[src/rtl/seq_run_monitor_pkg.sv]
// Shared types and constants for the serial run-length monitor.
package seq_run_monitor_pkg;

  typedef enum logic [1:0] {
    IDLE  = 2'd0,
    TRACK = 2'd1,
    ALARM = 2'd2
  } state_t;

  localparam int RUN_W = 4;
  localparam logic [RUN_W-1:0] RUN_SAT = 4'd15;
  // Shortest run the upstream 111/000 detector fires on.
  localparam logic [RUN_W-1:0] DET_MIN = 4'd3;

endpackage

[src/rtl/seq_run_monitor_if.sv]
// Bundle of the monitor's data inputs and statistics outputs.
interface seq_run_monitor_if #(
  parameter int CNT_W = 8
);
  import seq_run_monitor_pkg::*;

  logic             x;
  logic             det;
  logic             clr;
  logic [CNT_W-1:0] ones_cnt;
  logic [CNT_W-1:0] zeros_cnt;
  logic [RUN_W-1:0] run_len;
  logic [RUN_W-1:0] max_run;
  logic             evt_valid;
  logic             evt_type;
  logic             alarm;
  logic             err;

  // Stimulus side: drives the bit stream, observes statistics.
  modport master (
    output x, det, clr,
    input  ones_cnt, zeros_cnt, run_len, max_run,
    input  evt_valid, evt_type, alarm, err
  );

  // Monitor side.
  modport slave (
    input  x, det, clr,
    output ones_cnt, zeros_cnt, run_len, max_run,
    output evt_valid, evt_type, alarm, err
  );

endinterface

[src/rtl/seq_run_monitor_sat_counter.sv]
// Saturating event counter with synchronous reset and clear.
module sat_counter #(
  parameter int CNT_W = 8
) (
  input  logic             clk,
  input  logic             rst,
  input  logic             clr,
  input  logic             en,
  output logic [CNT_W-1:0] cnt
);

  localparam logic [CNT_W-1:0] CNT_MAX = '1;

  logic [CNT_W-1:0] cnt_p1;

  function automatic logic [CNT_W-1:0] sat_inc(input logic [CNT_W-1:0] v);
    return (v == CNT_MAX) ? v : v + 1'b1;
  endfunction

  // Count enabled events, sticking at all-ones.
  always_ff @(posedge clk) begin
    if (rst || clr) begin
      cnt_p1 <= '0;
    end else if (en) begin
      cnt_p1 <= sat_inc(cnt_p1);
    end
  end

  assign cnt = cnt_p1;

endmodule

[src/rtl/seq_run_monitor.sv]
// Run-length monitor that shadows an upstream 111/000 Mealy detector,
// counts its detections and flags any disagreement with the local run count.
module seq_run_monitor
  import seq_run_monitor_pkg::*;
#(
  parameter int CNT_W     = 8,
  parameter int ALARM_LEN = 6
) (
  input  logic               clk,
  input  logic               rst,
  seq_run_monitor_if.slave   bus
);

  localparam logic [RUN_W-1:0] ALARM_TH = RUN_W'(ALARM_LEN);

  state_t           state_p1;
  state_t           state_nxt;
  logic             prev_vld_p1;
  logic             prev_bit_p1;
  logic [RUN_W-1:0] run_len_p1;
  logic [RUN_W-1:0] max_run_p1;
  logic             evt_valid_p1;
  logic             evt_type_p1;
  logic             err_p1;
  logic [RUN_W-1:0] eff_len_p0;
  logic             toggle_p0;
  logic             accept_p0;
  logic             mismatch_p0;
  logic [CNT_W-1:0] ones_p1;
  logic [CNT_W-1:0] zeros_p1;

  // Run length including the current bit, saturating at RUN_SAT.
  function automatic logic [RUN_W-1:0] next_len(input logic             xb,
                                                 input logic             pb,
                                                 input logic             pv,
                                                 input logic [RUN_W-1:0] len);
    if (!pv || (xb != pb)) begin
      return RUN_W'(1);
    end else if (len == RUN_SAT) begin
      return RUN_SAT;
    end else begin
      return len + 1'b1;
    end
  endfunction

  function automatic logic [RUN_W-1:0] max_len(input logic [RUN_W-1:0] a,
                                                input logic [RUN_W-1:0] b);
    return (a > b) ? a : b;
  endfunction

  // ---- stage p0: combinational view of the incoming bit ----
  // Derive effective run length, toggle, acceptance and consistency check.
  always_comb begin
    eff_len_p0  = next_len(bus.x, prev_bit_p1, prev_vld_p1, run_len_p1);
    toggle_p0   = prev_vld_p1 && (bus.x != prev_bit_p1);
    accept_p0   = bus.det && !bus.clr;
    mismatch_p0 = bus.det ? (eff_len_p0 < DET_MIN) : (eff_len_p0 >= DET_MIN);
  end

  // ---- stage p1: registered state ----
  // Run tracking survives clr so it stays aligned with the upstream detector.
  always_ff @(posedge clk) begin
    if (rst) begin
      prev_vld_p1 <= 1'b0;
      prev_bit_p1 <= 1'b0;
      run_len_p1  <= '0;
    end else begin
      prev_vld_p1 <= 1'b1;
      prev_bit_p1 <= bus.x;
      run_len_p1  <= eff_len_p0;
    end
  end

  // Statistics: max run, event pulse, sticky error; clr wins over det.
  always_ff @(posedge clk) begin
    if (rst || bus.clr) begin
      max_run_p1   <= '0;
      evt_valid_p1 <= 1'b0;
      err_p1       <= 1'b0;
    end else begin
      max_run_p1   <= max_len(max_run_p1, eff_len_p0);
      evt_valid_p1 <= accept_p0;
      err_p1       <= err_p1 | mismatch_p0;
    end
  end

  // Event type holds the bit of the most recent accepted detection.
  always_ff @(posedge clk) begin
    if (rst) begin
      evt_type_p1 <= 1'b0;
    end else if (accept_p0) begin
      evt_type_p1 <= bus.x;
    end
  end

  // FSM state register.
  always_ff @(posedge clk) begin
    if (rst) begin
      state_p1 <= IDLE;
    end else begin
      state_p1 <= state_nxt;
    end
  end

  // FSM next state: arm on first detection, alarm on long runs, drop on toggle.
  always_comb begin
    state_nxt = state_p1;
    if (bus.clr) begin
      state_nxt = IDLE;
    end else begin
      unique case (state_p1)
        IDLE:    if (accept_p0)              state_nxt = TRACK;
        TRACK:   if (eff_len_p0 >= ALARM_TH) state_nxt = ALARM;
        ALARM:   if (toggle_p0)              state_nxt = TRACK;
        default:                             state_nxt = IDLE;
      endcase
    end
  end

  sat_counter #(.CNT_W(CNT_W)) u_ones (
    .clk (clk),
    .rst (rst),
    .clr (bus.clr),
    .en  (accept_p0 && bus.x),
    .cnt (ones_p1)
  );

  sat_counter #(.CNT_W(CNT_W)) u_zeros (
    .clk (clk),
    .rst (rst),
    .clr (bus.clr),
    .en  (accept_p0 && !bus.x),
    .cnt (zeros_p1)
  );

  assign bus.ones_cnt  = ones_p1;
  assign bus.zeros_cnt = zeros_p1;
  assign bus.run_len   = run_len_p1;
  assign bus.max_run   = max_run_p1;
  assign bus.evt_valid = evt_valid_p1;
  assign bus.evt_type  = evt_type_p1;
  assign bus.alarm     = (state_p1 == ALARM);
  assign bus.err       = err_p1;

endmodule

[src/flat_wrapper.sv]
// flat-port wrapper written by rule: the top's interface ports become plain ports
module seq_run_monitor_flat import seq_run_monitor_pkg::*;
#(
  parameter int CNT_W     = 8,
  parameter int ALARM_LEN = 6
)
  (clk, rst, bus_x, bus_det, bus_clr, bus_ones_cnt, bus_zeros_cnt, bus_run_len, bus_max_run, bus_evt_valid, bus_evt_type, bus_alarm, bus_err);
  seq_run_monitor_if #(.CNT_W(CNT_W)) bus_i ();
  input  logic clk;
  input  logic rst;
  input wire logic [$bits(bus_i.x)-1:0] bus_x;
  input wire logic [$bits(bus_i.det)-1:0] bus_det;
  input wire logic [$bits(bus_i.clr)-1:0] bus_clr;
  output wire logic [$bits(bus_i.ones_cnt)-1:0] bus_ones_cnt;
  output wire logic [$bits(bus_i.zeros_cnt)-1:0] bus_zeros_cnt;
  output wire logic [$bits(bus_i.run_len)-1:0] bus_run_len;
  output wire logic [$bits(bus_i.max_run)-1:0] bus_max_run;
  output wire logic [$bits(bus_i.evt_valid)-1:0] bus_evt_valid;
  output wire logic [$bits(bus_i.evt_type)-1:0] bus_evt_type;
  output wire logic [$bits(bus_i.alarm)-1:0] bus_alarm;
  output wire logic [$bits(bus_i.err)-1:0] bus_err;
  assign bus_i.x = bus_x;
  assign bus_i.det = bus_det;
  assign bus_i.clr = bus_clr;
  assign bus_ones_cnt = bus_i.ones_cnt;
  assign bus_zeros_cnt = bus_i.zeros_cnt;
  assign bus_run_len = bus_i.run_len;
  assign bus_max_run = bus_i.max_run;
  assign bus_evt_valid = bus_i.evt_valid;
  assign bus_evt_type = bus_i.evt_type;
  assign bus_alarm = bus_i.alarm;
  assign bus_err = bus_i.err;
  seq_run_monitor #(.CNT_W(CNT_W), .ALARM_LEN(ALARM_LEN)) u_core (.clk(clk), .rst(rst), .bus(bus_i));
endmodule
[config.mk]
export PLATFORM = sky130hd
export DESIGN_NAME = seq_run_monitor_flat
export DESIGN_NICKNAME = d
export VERILOG_FILES = /design/src/rtl/seq_run_monitor_pkg.sv /design/src/rtl/seq_run_monitor_if.sv /design/src/rtl/seq_run_monitor_sat_counter.sv /design/src/rtl/seq_run_monitor.sv /design/src/flat_wrapper.sv
export SDC_FILE = /design/constraint.sdc
export NUM_CORES = 1
export LEC_CHECK = 0
export ABC_AREA = 1
export CAP_MARGIN = 5
export CORE_MARGIN = 5
export CORE_UTILIZATION = 45
export DETAILED_ROUTE_END_ITERATION = 10
export PLACE_DENSITY_LB_ADDON = 0.08
export SLEW_MARGIN = 30
export SYNTH_ARGS = -nofsm -noshare
export SYNTH_HDL_FRONTEND = slang
export SYNTH_SLANG_ARGS = --single-unit
[constraint.sdc]
create_clock -name clk -period 2.7 [get_ports clk]
set_clock_uncertainty 0.1 [all_clocks]
set_input_delay 0.405 -clock clk [delete_from_list [all_inputs] [get_ports clk]]
set_output_delay 0.405 -clock clk [all_outputs]
set_load 0.005 [all_outputs]
==> flow_summary.toml, run 1 <==
[clock_network]
root_buffer = "clkbuf_4"
numCtsBuffers = 5
cts_tree = "built"
clk_pin_slew_ns = 0.10
cts_max_level = 2
clkLatencyLatePin_ns = 0.33
postCtsSetupBuffers = 0
cts.sinks = 31
cts_hold_buf = 0
cts_resized = 0
clock_path_buffers = 2

[detailed_routing]
vias = 1404
via_per_inst = 4.711
wl_um = 3352
wl_per_cell_um = 11.25
first_iter_violations = 61
antenna_left = 0
drt-pass1-iter-count = 4
drc = 0

[finish]
area_growth_syn_to_layout_pct = 28.40
fin_util = 0.6004
nets = 263
finalNonFillerCells = 298
final-seq-area_um2 = 620.6
multi_input_area_um2 = 815.8
antenna-diode-count = 0
drive_gt1_frac = 0.1071
fillers = 331

[global_routing]
grt_pass1_wl_um = 5947
grt_usage = 0.1521
grt_overflow_total = 0
antenna_found_initial = 0
grt_pass1_vias = 1348
grt_max_degree = 14

[timing]
max_freq_mhz = 430.0
slew_viol_final = 0
timing.hold.ws_ns = 0.4212
worstMarginPinSlew_ns = 0.4692
hold_violations = 0
rsz0062_at_grt = "no"
finalSetupTns_ns = 0
period_share = 0.8614
relSlewSlack = 0.6851
period_needed_ns = 2.326
setup_viol = 0

[logic_synthesis]
netlist_area_um2 = 1573
synthDistinctLibCells = 25
netlist_instances = 213
synth.avg_cell_area_um2 = 7.384
seq_area_frac_synth = 0.3946
synth_seq_cells = 31
synth_nets = 225
yosysWarnings = 0

[pwr]
pwr-share-seq = 0.515
total_power_uw = 940.2
power_leakage_nw = 0.8323
p_int_uw = 686.8
cellPowerDensity_nw_per_um2 = 465.6
vdd_drop_max_mv = 0.2606
share_comb_of_total_power = 0.144
p_switching_uw = 253.4
switching_share = 0.2695
clkPwrFrac = 0.341

[floorplanning]
start_util = 0.4676
num_rows = 21
core_um2 = 3363
dieWidth_um = 69.12
io_pins = 33
die_area_um2 = 4778
chipHeight_um = 69.12

[worst_setup_path]
worst-endpoint-required_ns = 2.87
path_max_fanout = 8
timing.critical_path.from_type = "primary input"
crit_arrival_ns = 2.50
setup.worst_path.end_class = "register"
critical_path_class = "in2reg"

[place]
place_hpwl_um = 2434
place_congestion = 0.8011
placed_cells = 290
port_buffers = 32

[outcome]
status = "finished, final reports clean"

[worst_hold_path]
min_path_type = "reg2reg"

[job]
cap_violations = 0
power by group through the flow:
stage / Sequential (mW) / Clock, mW / Combinational, mW
CTS: 0.485 / 0.334 / 0.137
floorplan: 0.495 / 0 / 0.0835
global route: 0.488 / 0.351 / 0.156
finish: 0.484 / 0.320 / 0.136
detailed placement: 0.495 / 0 / 0.136
global placement: 0.496 / 0 / 0.134
cell families (layout without fill, tap and decap cells):
family	count (synthesis)	count (layout)	share of synthesized area
AOI/OAI and AO/OA	36	36	0.1233
xor gates and xnor gates	9	9	0.05012
adders and majority gates	7	7	0.05569
and+or+nand+nor	96	96	0.2896
DFF	31	31	0.3946
buffers and inverters	34	73	0.08671
path summary, 6_finish.rpt:
kind	cells after the start	from	to	slack, ns
min	2	u_core.u_ones.cnt[2]$_SDFFE_PP0P_	u_core.u_ones.cnt[2]$_SDFFE_PP0P_	0.42
min reg2reg	2	u_core.u_ones.cnt[2]$_SDFFE_PP0P_	u_core.u_ones.cnt[2]$_SDFFE_PP0P_	0.42
max reg2reg	11	u_core.bus.run_len[0]$_SDFF_PP0_	u_core.bus.max_run[0]$_SDFFE_PP0P_	0.53
max	13	bus_x	u_core.bus.max_run[0]$_SDFFE_PP0P_	0.37
area by class of cell:
class	count	share of cell area
Multi-Input combinational cell	148	0.4040
Sequential cell	31	0.3073
Timing Repair Buffer	35	0.1698
Inverter	30	0.05638
Clock buffer	8	0.03408
Tap cell	46	0.02850
registers in the layout, summed over array words and instances, names as in the netlist:
name and flops:
u_core.prev_vld_p1 1, u_core.bus.evt_type 1, u_core.u_ones.cnt 8, u_core.bus.evt_valid 1, u_core.state_p1 2, u_core.bus.max_run 4, u_core.bus.err 1, u_core.u_zeros.cnt 8
u_core.prev_bit_p1 1, u_core.bus.run_len 4
placed cells by master (no fill, tap or decap):
| master | instances |
|---|---|
| a211oi_1 | 1 |
| a21oi_1 | 21 |
| buf_4 | 3 |
| clkbuf_1 | 1 |
| clkbuf_4 | 5 |
| clkbuf_8 | 2 |
| clkdlybuf4s50_1 | 32 |
| clkinv_2 | 1 |
| dfxtp_1 | 31 |
| ha_1 | 7 |
| inv_1 | 23 |
| inv_2 | 6 |
| nand2_1 | 44 |
| nand2_2 | 3 |
| nand3_1 | 10 |
| nand3_4 | 1 |
| nand4_1 | 5 |
| nand4_4 | 1 |
| nor2_1 | 25 |
| nor2_2 | 2 |
| nor2_8 | 1 |
| nor3_1 | 3 |
| nor3_2 | 1 |
| o21ai_0 | 4 |
| o21ai_1 | 9 |
| o21ai_4 | 1 |
| xnor2_1 | 3 |
| xor2_1 | 6 |
critical path: stages:
cell and delay (ns):
clkdlybuf4s50_1 0.53, inv_2 0.06, nand2_1 0.09, nand2_2 0.09, nor2_8 0.14, inv_1 0.05, nor2_1 0.13, inv_1 0.06
ha_1 0.26, nand2_1 0.05, o21ai_1 0.38, o21ai_0 0.14, a21oi_1 0.12
synth_stat cells (all sizes together):
library cell / n / share of area
nor2: 28 / 0.080
nand2: 47 / 0.12
nand3: 11 / 0.043
xor2: 6 / 0.033
inv: 29 / 0.069
clkbuf: 2 / 0.0048
dfxtp: 31 / 0.39
a21oi: 21 / 0.067
buf: 2 / 0.0095
nor3: 4 / 0.016
clkinv: 1 / 0.0032
o21ai: 14 / 0.052
ha: 7 / 0.056
a211oi: 1 / 0.0048
xnor2: 3 / 0.017
nand4: 6 / 0.033
through the flow:
| step | instance area [um2] | setup WS (ns) |
|---|---|---|
| after floorplan | 1573 | 0.7420 |
| final | 2019 | 0.3742 |
| after global routing | 2019 | 0.1201 |
| after CTS | 2019 | 0.3847 |
| after detailed placement | 1951 | 0.02374 |
| after global placement | 1951 | 0.09701 |
routing by layer:
metal	wire, um	track usage	up-vias
met2	1529	0.2458	30
met5	0	0	-
li1	-	-	757
met3	153	0.04215	7
met1	1605	0.1808	610
met4	64	0.08460	0
No activity file was read; power rests on OpenSTA's default activity.
==> run 2: changes to the inputs <==
- CORE_UTILIZATION: 45 -> 48
==> run 2 against run 1 <==
Net effect:
- cell count fell by 0.67%
- register-to-register slack got worse by 0.02 ns
- combinational power barely moved
- global-route usage rose by 1.8 points
- hold slack got worse by 0.0018 ns
- largest power group unchanged
==> flow_summary.toml, run 2 (synthesis gave the netlist of run 1 again) <==
[outcome]
status = "finished, final reports clean"

[clock_network]
cts.sinks = 31
cts_resized = 0
cts_max_level = 2
numCtsBuffers = 5
clkLatencyLatePin_ns = 0.33
cts_tree = "built"
root_buffer = "clkbuf_4"
clock_path_buffers = 2
clk_pin_slew_ns = 0.10
postCtsSetupBuffers = 0
cts_hold_buf = 0

[place]
place_congestion = 0.8924
place_hpwl_um = 2546
place_worst_setup_slack_ns = 0.01965
port_buffers = 32
placed_area_um2 = 1948
placed_cells = 288

[floorplanning]
num_rows = 20
core_um2 = 3103
start_util = 0.5069
io_pins = 33
dieWidth_um = 67.24
chipHeight_um = 67.24
die_area_um2 = 4521

[worst_setup_path]
r2r-end = "u_core.bus.max_run[1]$_SDFFE_PP0P_"
reg2reg_setup_slack_ns = 0.51
worst-endpoint-required_ns = 2.87
crit_arrival_ns = 2.53
reg2reg_from = "u_core.bus.run_len[0]$_SDFF_PP0_"
setup.worst_path.end_class = "register"
startpoint = "bus_x"
path_max_fanout = 8
crit_end = "u_core.bus.max_run[1]$_SDFFE_PP0P_"
critical_path_class = "in2reg"
worst-r2r-cell-count = 10
timing.critical_path.from_type = "primary input"

[finish]
layout_commonest_cell = "nand2_1"
finalNonFillerCells = 296
final_cell_mix = "nand2_1, clkdlybuf4s50_1, dfxtp_1"
drive_gt1_frac = 0.1032
antenna-diode-count = 0
fin_util = 0.6440
nets = 263
fin_area_um2 = 1998
area_growth_syn_to_layout_pct = 27.05

[global_routing]
grt_max_degree = 13
grt_overflow_total = 0
antenna_found_initial = 0
grt_usage = 0.1701
grt_pass1_vias = 1288
grt_pass1_wl_um = 5823

[timing]
slew_viol_final = 0
finalSetupTns_ns = 0
worst_slack_ns = 0.3372
relSlewSlack = 0.6754
period_needed_ns = 2.363
rsz0062_at_grt = "no"
setup_viol = 0
max_freq_mhz = 423.2
hold_violations = 0
timing.hold.ws_ns = 0.4194
worstMarginPinSlew_ns = 0.4837
period_share = 0.8751

[pwr]
cellPowerDensity_nw_per_um2 = 441.6
power_leakage_nw = 0.8230
total_power_uw = 882.5
vdd_drop_max_mv = 0.3293

[detailed_routing]
antenna_left = 0
wl_per_cell_um = 11.45
first_iter_violations = 69
wl_um = 3390
drt-pass1-iter-count = 4
vias = 1416
drc = 0
via_per_inst = 4.784

[job]
cap_violations = 0

[worst_hold_path]
min_path_type = "reg2reg"
==> run 2: changes by cell type in the layout (fill, tap and decap cells not counted) <==
cell and change:
clkbuf_1 +1, clkbuf_8 -2, clkinv_2 +1
==> run 2: how the worst min path moves through the flow <==
stage                                            start                            endpoint  cells after the start  slack (ns)
global route        u_core.bus.max_run[3]$_SDFFE_PP0P_  u_core.bus.max_run[3]$_SDFFE_PP0P_                      2        0.44
floorplan            u_core.u_ones.cnt[2]$_SDFFE_PP0P_   u_core.u_ones.cnt[2]$_SDFFE_PP0P_                      2        0.38
CTS                 u_core.u_zeros.cnt[7]$_SDFFE_PP0P_  u_core.u_zeros.cnt[7]$_SDFFE_PP0P_                      2        0.42
detailed placement  u_core.u_zeros.cnt[7]$_SDFFE_PP0P_  u_core.u_zeros.cnt[7]$_SDFFE_PP0P_                      2        0.40
global placement     u_core.u_ones.cnt[2]$_SDFFE_PP0P_   u_core.u_ones.cnt[2]$_SDFFE_PP0P_                      2        0.40
finish                u_core.bus.evt_type$_SDFFE_PP0P_    u_core.bus.evt_type$_SDFFE_PP0P_                      2        0.42
==> run 2: metal layers <==
metal  global-route usage  wire (um)  up-vias
met5                    0          0        -
met1               0.2276       1633      619
li1                     -          -      760
met3              0.06156        183        6
met2               0.2577       1532       31
met4              0.04557         41        0
==> run 2: layout make-up <==
type                       instances  area [um2]
tap                               44       55.05
clock inverter                     1       5.005
inverter                          30       113.9
multi-input combinational        148       815.8
sequential                        31       620.6
clock buffer                       7       45.04
timing repair buffer              35       342.8
fill                             317        1105
==> run 2: power by group <==
part / leakage (nW) / switching (mW) / internal (mW)
clock: 0.0293 / 0.160 / 0.101
combinational: 0.542 / 0.0759 / 0.0608
sequential: 0.252 / 0.0113 / 0.473
total: 0.823 / 0.247 / 0.635
==> run 2: critical path: stages <==
cell             delay (ns)
clkdlybuf4s50_1        0.53
inv_2                  0.06
nand2_1                0.09
nand2_2                0.09
nor2_8                 0.14
inv_1                  0.06
nor2_1                 0.13
inv_1                  0.06
ha_1                   0.27
nand2_1                0.04
o21ai_1                0.39
o21ai_0                0.14
a21oi_1                0.12
